<file path="config.mk">
export PLATFORM = sky130hd
export DESIGN_NAME = data_mem_dump_arbiter
export DESIGN_NICKNAME = d
export VERILOG_FILES = /design/src/rtl/data_mem_dump_arbiter.sv
export SDC_FILE = /design/constraint.sdc
export NUM_CORES = 1
export LEC_CHECK = 0
export CORE_MARGIN = 4
export CORE_UTILIZATION = 44
export DETAILED_ROUTE_END_ITERATION = 7
export GPL_TIMING_DRIVEN = 0
export PLACE_DENSITY_LB_ADDON = 0.05
export SKIP_LAST_GASP = 1
export SLEW_MARGIN = 10
export SYNTH_ARGS = -nofsm -noshare
export SYNTH_HDL_FRONTEND = slang
export SYNTH_SLANG_ARGS = --single-unit
</file>
<file path="constraint.sdc">
create_clock -name clock_i -period 4.6 [get_ports clock_i]
set_clock_uncertainty 0.1 [all_clocks]
set_input_delay 0.46 -clock clock_i [delete_from_list [all_inputs] [get_ports clock_i]]
set_output_delay 0.46 -clock clock_i [all_outputs]
set_load 0.01 [all_outputs]
</file>
<file path="src/rtl/data_mem_dump_arbiter.sv">
// Data-memory port arbiter: the pipeline MEM stage owns the port whenever
// en_pipeline is high; otherwise a dump sequencer walks addresses
// 0..DEPTH-1 and streams each word out over a valid/ready handshake.
//
// state    | meaning
// ---------+-----------------------------------------------------------
// ST_IDLE  | no dump running; a latched start request waits for the port
// ST_ISSUE | read strobe for counter address (stalls while pipeline owns port)
// ST_WAIT  | registered memory data arrives, captured into the output word
// ST_HOLD  | word presented on dump_valid_o until the consumer accepts it
// ST_DONE  | one-cycle completion pulse after the last word is accepted
module data_mem_dump_arbiter #(
   parameter int NB_DATA = 32,
   parameter int NB_ADDR = 7,
   parameter int DEPTH   = 128
) (
   input  logic               clock_i,
   input  logic               reset_i,
   input  logic               en_pipeline,
   input  logic [NB_ADDR-1:0] pipe_addr_i,
   input  logic               pipe_mem_read_i,
   input  logic               pipe_mem_write_i,
   input  logic               dump_start_i,
   input  logic               dump_ready_i,
   input  logic [NB_DATA-1:0] mem_data_i,
   output logic               mem_enable_o,
   output logic [NB_ADDR-1:0] mem_addr_o,
   output logic               mem_read_o,
   output logic               mem_write_o,
   output logic [NB_DATA-1:0] dump_word_o,
   output logic [NB_ADDR-1:0] dump_addr_o,
   output logic               dump_valid_o,
   output logic               dump_busy_o,
   output logic               dump_done_o
);

   localparam int NB_CNT = (DEPTH > 1) ? $clog2(DEPTH) : 1;
   localparam logic [NB_CNT-1:0] LAST_IDX = NB_CNT'(DEPTH - 1);

   typedef enum logic [2:0] {
      ST_IDLE,
      ST_ISSUE,
      ST_WAIT,
      ST_HOLD,
      ST_DONE
   } state_t;

   state_t              state;
   state_t              state_nxt;
   logic                pending;
   logic [NB_CNT-1:0]   counter;
   logic [NB_ADDR-1:0]  counter_addr;
   logic                accept;

   assign accept       = dump_valid_o & dump_ready_i;
   assign counter_addr = NB_ADDR'(counter);

   // state register
   always_ff @(posedge clock_i or negedge reset_i) begin
      if (!reset_i) state <= ST_IDLE;
      else          state <= state_nxt;
   end

   // next-state logic; only ISSUE yields to the pipeline, later states
   // finish their word regardless of who owns the memory port
   always_comb begin
      state_nxt = state;
      case (state)
         ST_IDLE:  if (pending && !en_pipeline) state_nxt = ST_ISSUE;
         ST_ISSUE: if (!en_pipeline)            state_nxt = ST_WAIT;
         ST_WAIT:  state_nxt = ST_HOLD;
         ST_HOLD:  if (accept) state_nxt = (counter == LAST_IDX) ? ST_DONE : ST_ISSUE;
         ST_DONE:  state_nxt = ST_IDLE;
         default:  state_nxt = ST_IDLE;
      endcase
   end

   // memory port mux and status outputs; the dump path never writes memory
   always_comb begin
      mem_enable_o = 1'b0;
      mem_addr_o   = '0;
      mem_read_o   = 1'b0;
      mem_write_o  = 1'b0;
      if (en_pipeline) begin
         mem_enable_o = 1'b1;
         mem_addr_o   = pipe_addr_i;
         mem_read_o   = pipe_mem_read_i;
         mem_write_o  = pipe_mem_write_i;
      end else if (state == ST_ISSUE) begin
         mem_enable_o = 1'b1;
         mem_addr_o   = counter_addr;
         mem_read_o   = 1'b1;
      end
      dump_busy_o = pending | (state != ST_IDLE);
      dump_done_o = (state == ST_DONE);
   end

   // start-request latch; clearing on ISSUE entry wins over a held start
   always_ff @(posedge clock_i or negedge reset_i) begin
      if (!reset_i) begin
         pending <= 1'b0;
      end else if (state == ST_IDLE) begin
         if (state_nxt == ST_ISSUE) pending <= 1'b0;
         else if (dump_start_i)     pending <= 1'b1;
      end
   end

   // word index; parked at zero in IDLE so every dump starts from address 0
   always_ff @(posedge clock_i or negedge reset_i) begin
      if (!reset_i) begin
         counter <= '0;
      end else if (state == ST_IDLE) begin
         counter <= '0;
      end else if (state == ST_HOLD && accept && counter != LAST_IDX) begin
         counter <= counter + 1'b1;
      end
   end

   // output word register: capture in WAIT, release on handshake
   always_ff @(posedge clock_i or negedge reset_i) begin
      if (!reset_i) begin
         dump_word_o  <= '0;
         dump_addr_o  <= '0;
         dump_valid_o <= 1'b0;
      end else if (state == ST_WAIT) begin
         dump_word_o  <= mem_data_i;
         dump_addr_o  <= counter_addr;
         dump_valid_o <= 1'b1;
      end else if (state == ST_HOLD && accept) begin
         dump_valid_o <= 1'b0;
      end
   end

endmodule
</file>
==> parameters.txt <==
Parameter                              Value

Critical path
  Count of cells along the worst register-to-register path    5
  Cell with the biggest individual delay on the critical path    sky130_fd_sc_hd__nor3_1
  Highest net fanout along the worst path    8
  Worst endpoint required time    between 4 and 5 ns
  Setup Crit Path Kind    in2out
  Terminus of the critical flop-to-flop path    counter[3]$_DFFE_PN0P_
  Worst Setup SP    en_pipeline
  Critical path endpoint category    primary output
  Crit path cell chain    clkdlybuf4s50_1, nor3_1, a22o_1, clkdlybuf4s50_1
  Slack of the worst reg-to-reg path    roughly 2.7 ns
  CP peak stage delay    about 0.72 ns
  Crit path top cell by count    sky130_fd_sc_hd__clkdlybuf4s50_1
  Kind of start point of the critical path    input port
  Arrival time worst endpoint    approximately 2.4 ns
  Reg-to-Reg Start    counter[0]$_DFFE_PN0P_

STA
  Number of pins with negative max-slew slack in the final report    0
  Fin. Hold Viols    0
  Final WS setup    around 1.6 ns
  Worst relative slew slack    0.425
  Worst slew pin tran    between 0.8 and 0.9 ns
  Time the worst path needs with I/O delays and setup    slightly below 3 ns
  Final setup vio count    0
  Highest attainable clock frequency    between 300 and 400 MHz
  Unrepaired setup endpoints after global routing    false
  Post-route fraction of the period consumed by the critical path    0.648
  Sum of negative setup slack    0 ns
  Worst hold margin    roughly 0.067 ns

Floorplan
  Die span in y    a little under 80 um
  I/O pins    between 90 and 100
  Die width    between 70 and 80 um
  Rows    25
  Placeable core region    between 4000 and 5000 um2
  Starting utilization of the core area    0.454
  Area of the die    approximately 6000 um2

Yosys
  Top FF cell, synth    sky130_fd_sc_hd__dfrtp_1
  Sequential element share of the synthesized area    0.599
  Synth unique cells    32
  Cell accounting for the most synthesized area    sky130_fd_sc_hd__dfrtp_1
  Instance count of the mapped netlist    156
  Leading post-synthesis cells by cell area    sky130_fd_sc_hd__dfrtp_1 (60%), sky130_fd_sc_hd__mux2_2 (21%), sky130_fd_sc_hd__a22o_1 (2.9%), sky130_fd_sc_hd__buf_2 (1.4%), sky130_fd_sc_hd__nor3_1 (1.2%)
  FF+latch count, synth    between 50 and 60
  Net count of the mapped netlist    203
  Number of enable flip-flop cells after synthesis    0
  Warnings from Yosys    0
  FFs w/ async S/R, synth    1.00
  Post-Syn Area    roughly 2100 um2
  Mean Syn Cell Area    13.7 um2
  Synth top area share    0.599

Clock tree
  Clk Latency, worst-skew pair    around 0.30 ns
  TritonCTS sink count    51
  Postcts setup bufs    0
  Cells resized by post-CTS repair    0
  Clock Path Buffers    2
  CTS Buf Count    5
  Clock input transition at the sequential cells of the worst setup and hold paths    roughly 0.09 ns
  CTS Hold Buffers Added    0
  Root buf cell    sky130_fd_sc_hd__clkbuf_8
  Clock tree from TritonCTS    done
  H-tree depth    2

Power and ir drop
  Sequential power share    0.376
  Clk network pwr share    0.164
  Leakage power figure    around 1.4 nW
  Comb power frac    0.459
  Ratio of total power to cell area    594 nW/um2
  Internal portion of total power    1.37 mW
  Psw    0.595 mW
  Largest vdd supply drop    between 0.3 and 0.4 mV
  Switching part of the total    0.304
  Overall power of the completed layout    just under 2 mW

Placed design
  Placed instance area    about 3200 um2
  Port Buf Inserts    97
  Total half-perimeter wirelength after legalization and detailed placement    about 3600 um
  Placement-stage worst setup slack    about 1.6 ns
  Number of cells in the design after placement    between 300 and 400
  Gp weighted congestion    about 0.85

Layout
  Commonest non-fill, non-tap cells in the layout    sky130_fd_sc_hd__clkdlybuf4s50_1 (96), sky130_fd_sc_hd__dfrtp_1 (51), sky130_fd_sc_hd__mux2_2 (39)
  Finished Core Util    0.704
  Layout Cells excl Fill    316
  Leading cell type in the layout, fill and taps excluded    sky130_fd_sc_hd__clkdlybuf4s50_1
  Antenna diodes    0
  Fraction of final layout cells with drive strength greater than 1    0.221
  Synth-to-Final Area Change    55.0%
  Post-Layout Inst Area    roughly 3300 um2
  Final net count    308

Status
  Status    finished, final reports clean

Global route
  Overflow left after global routing    0
  Initial antenna violation count    0
  Global-route wire length before repair    around 8100 um
  Maximum number of pins on one net before global-route repair    27
  Via count of the first global-routing pass    between 1500 and 2000
  All-Layer GR Usage    0.167

Run
  Max-cap check violation count    0

Route
  Aggregate routed wire length    between 4000 and 5000 um
  Post-route DRC    0
  Number of design-rule violations left by the first detailed-router iteration    between 60 and 70
  Wirelength per Cell    15.4 um
  Vias after detailed routing    approximately 1600
  Antenna violation net count after detailed routing    0
  Detailed-router iteration count before antenna repair    4
  Vias/cell    ~5.2

Min path
  Type of the tightest min-delay check    in2async
[power groups by stage]
stage	Combinational, mW	Sequential (mW)	Clock, mW
after floorplan	0.367	0.814	0
after global placement	0.896	0.739	0
after detailed placement	0.913	0.747	0
after CTS	0.916	0.740	0.331
after global routing	0.970	0.767	0.349
final	0.900	0.738	0.322
[area by class of cell]
class                           instances  area [um2]
Fill cell                             357        1390
Timing Repair Buffer                   98         986
Sequential cell                        51        1280
Inverter                                3        11.3
Tap cell                               54        67.6
Multi-Input combinational cell         95         810
Clock inverter                          2        35.0
Clock buffer                            6        82.6
Buffer                                  7        33.8
[sequential cells by signal, indices dropped and copies added (netlist names)]
signal	flops
dump_addr_o	7
pending	1
dump_word_o	32
state	3
counter	7
dump_valid_o	1
[Yosys cell counts, types with 3 or more instances]
master                      n
sky130_fd_sc_hd__dfrtp_1   51
sky130_fd_sc_hd__o21ai_0    3
sky130_fd_sc_hd__nand3_1    3
sky130_fd_sc_hd__nor2_1     3
sky130_fd_sc_hd__a22o_1     7
sky130_fd_sc_hd__nor3_1     5
sky130_fd_sc_hd__buf_2      6
sky130_fd_sc_hd__a21oi_1    4
sky130_fd_sc_hd__nand2_1    4
sky130_fd_sc_hd__mux2_2    39
sky130_fd_sc_hd__nand2b_1   3
[metal layers]
metal	GRT usage	part of all wire	vias to the layer above
met5	0	0	-
met3	0.0754	0.095	4
met2	0.265	0.47	59
li1	-	-	784
met1	0.209	0.43	798
met4	0.0374	0.0058	0
[critical path: cells and delay by family]
kind	cells	cell delay, ns
buffers and inverters	2	1.01
and+or+nand+nor	1	0.72
AOI/OAI and AO/OA	1	0.23
[how the worst max path moves through the flow]
stage,to
2_1_floorplan,mem_addr_o[0]
3_3_place_gp,dump_word_o[13]$_DFFE_PN0N_
3_5_place_dp,mem_addr_o[2]
4_1_cts,mem_addr_o[2]
5_1_grt,mem_addr_o[2]
6_report,mem_addr_o[2]
[logic make-up after synthesis]
logic type               count (synthesis)  synth area share
flip-flops                              51             0.599
multiplexers                            40             0.211
adder cells (fa/ha/maj)                  1           0.00587
buffers and inverters                   10            0.0211
AO/OA/AOI/OAI                           26            0.0887
AND/OR/NAND/NOR                         28            0.0746
No activity file was read; power rests on OpenSTA's default activity.
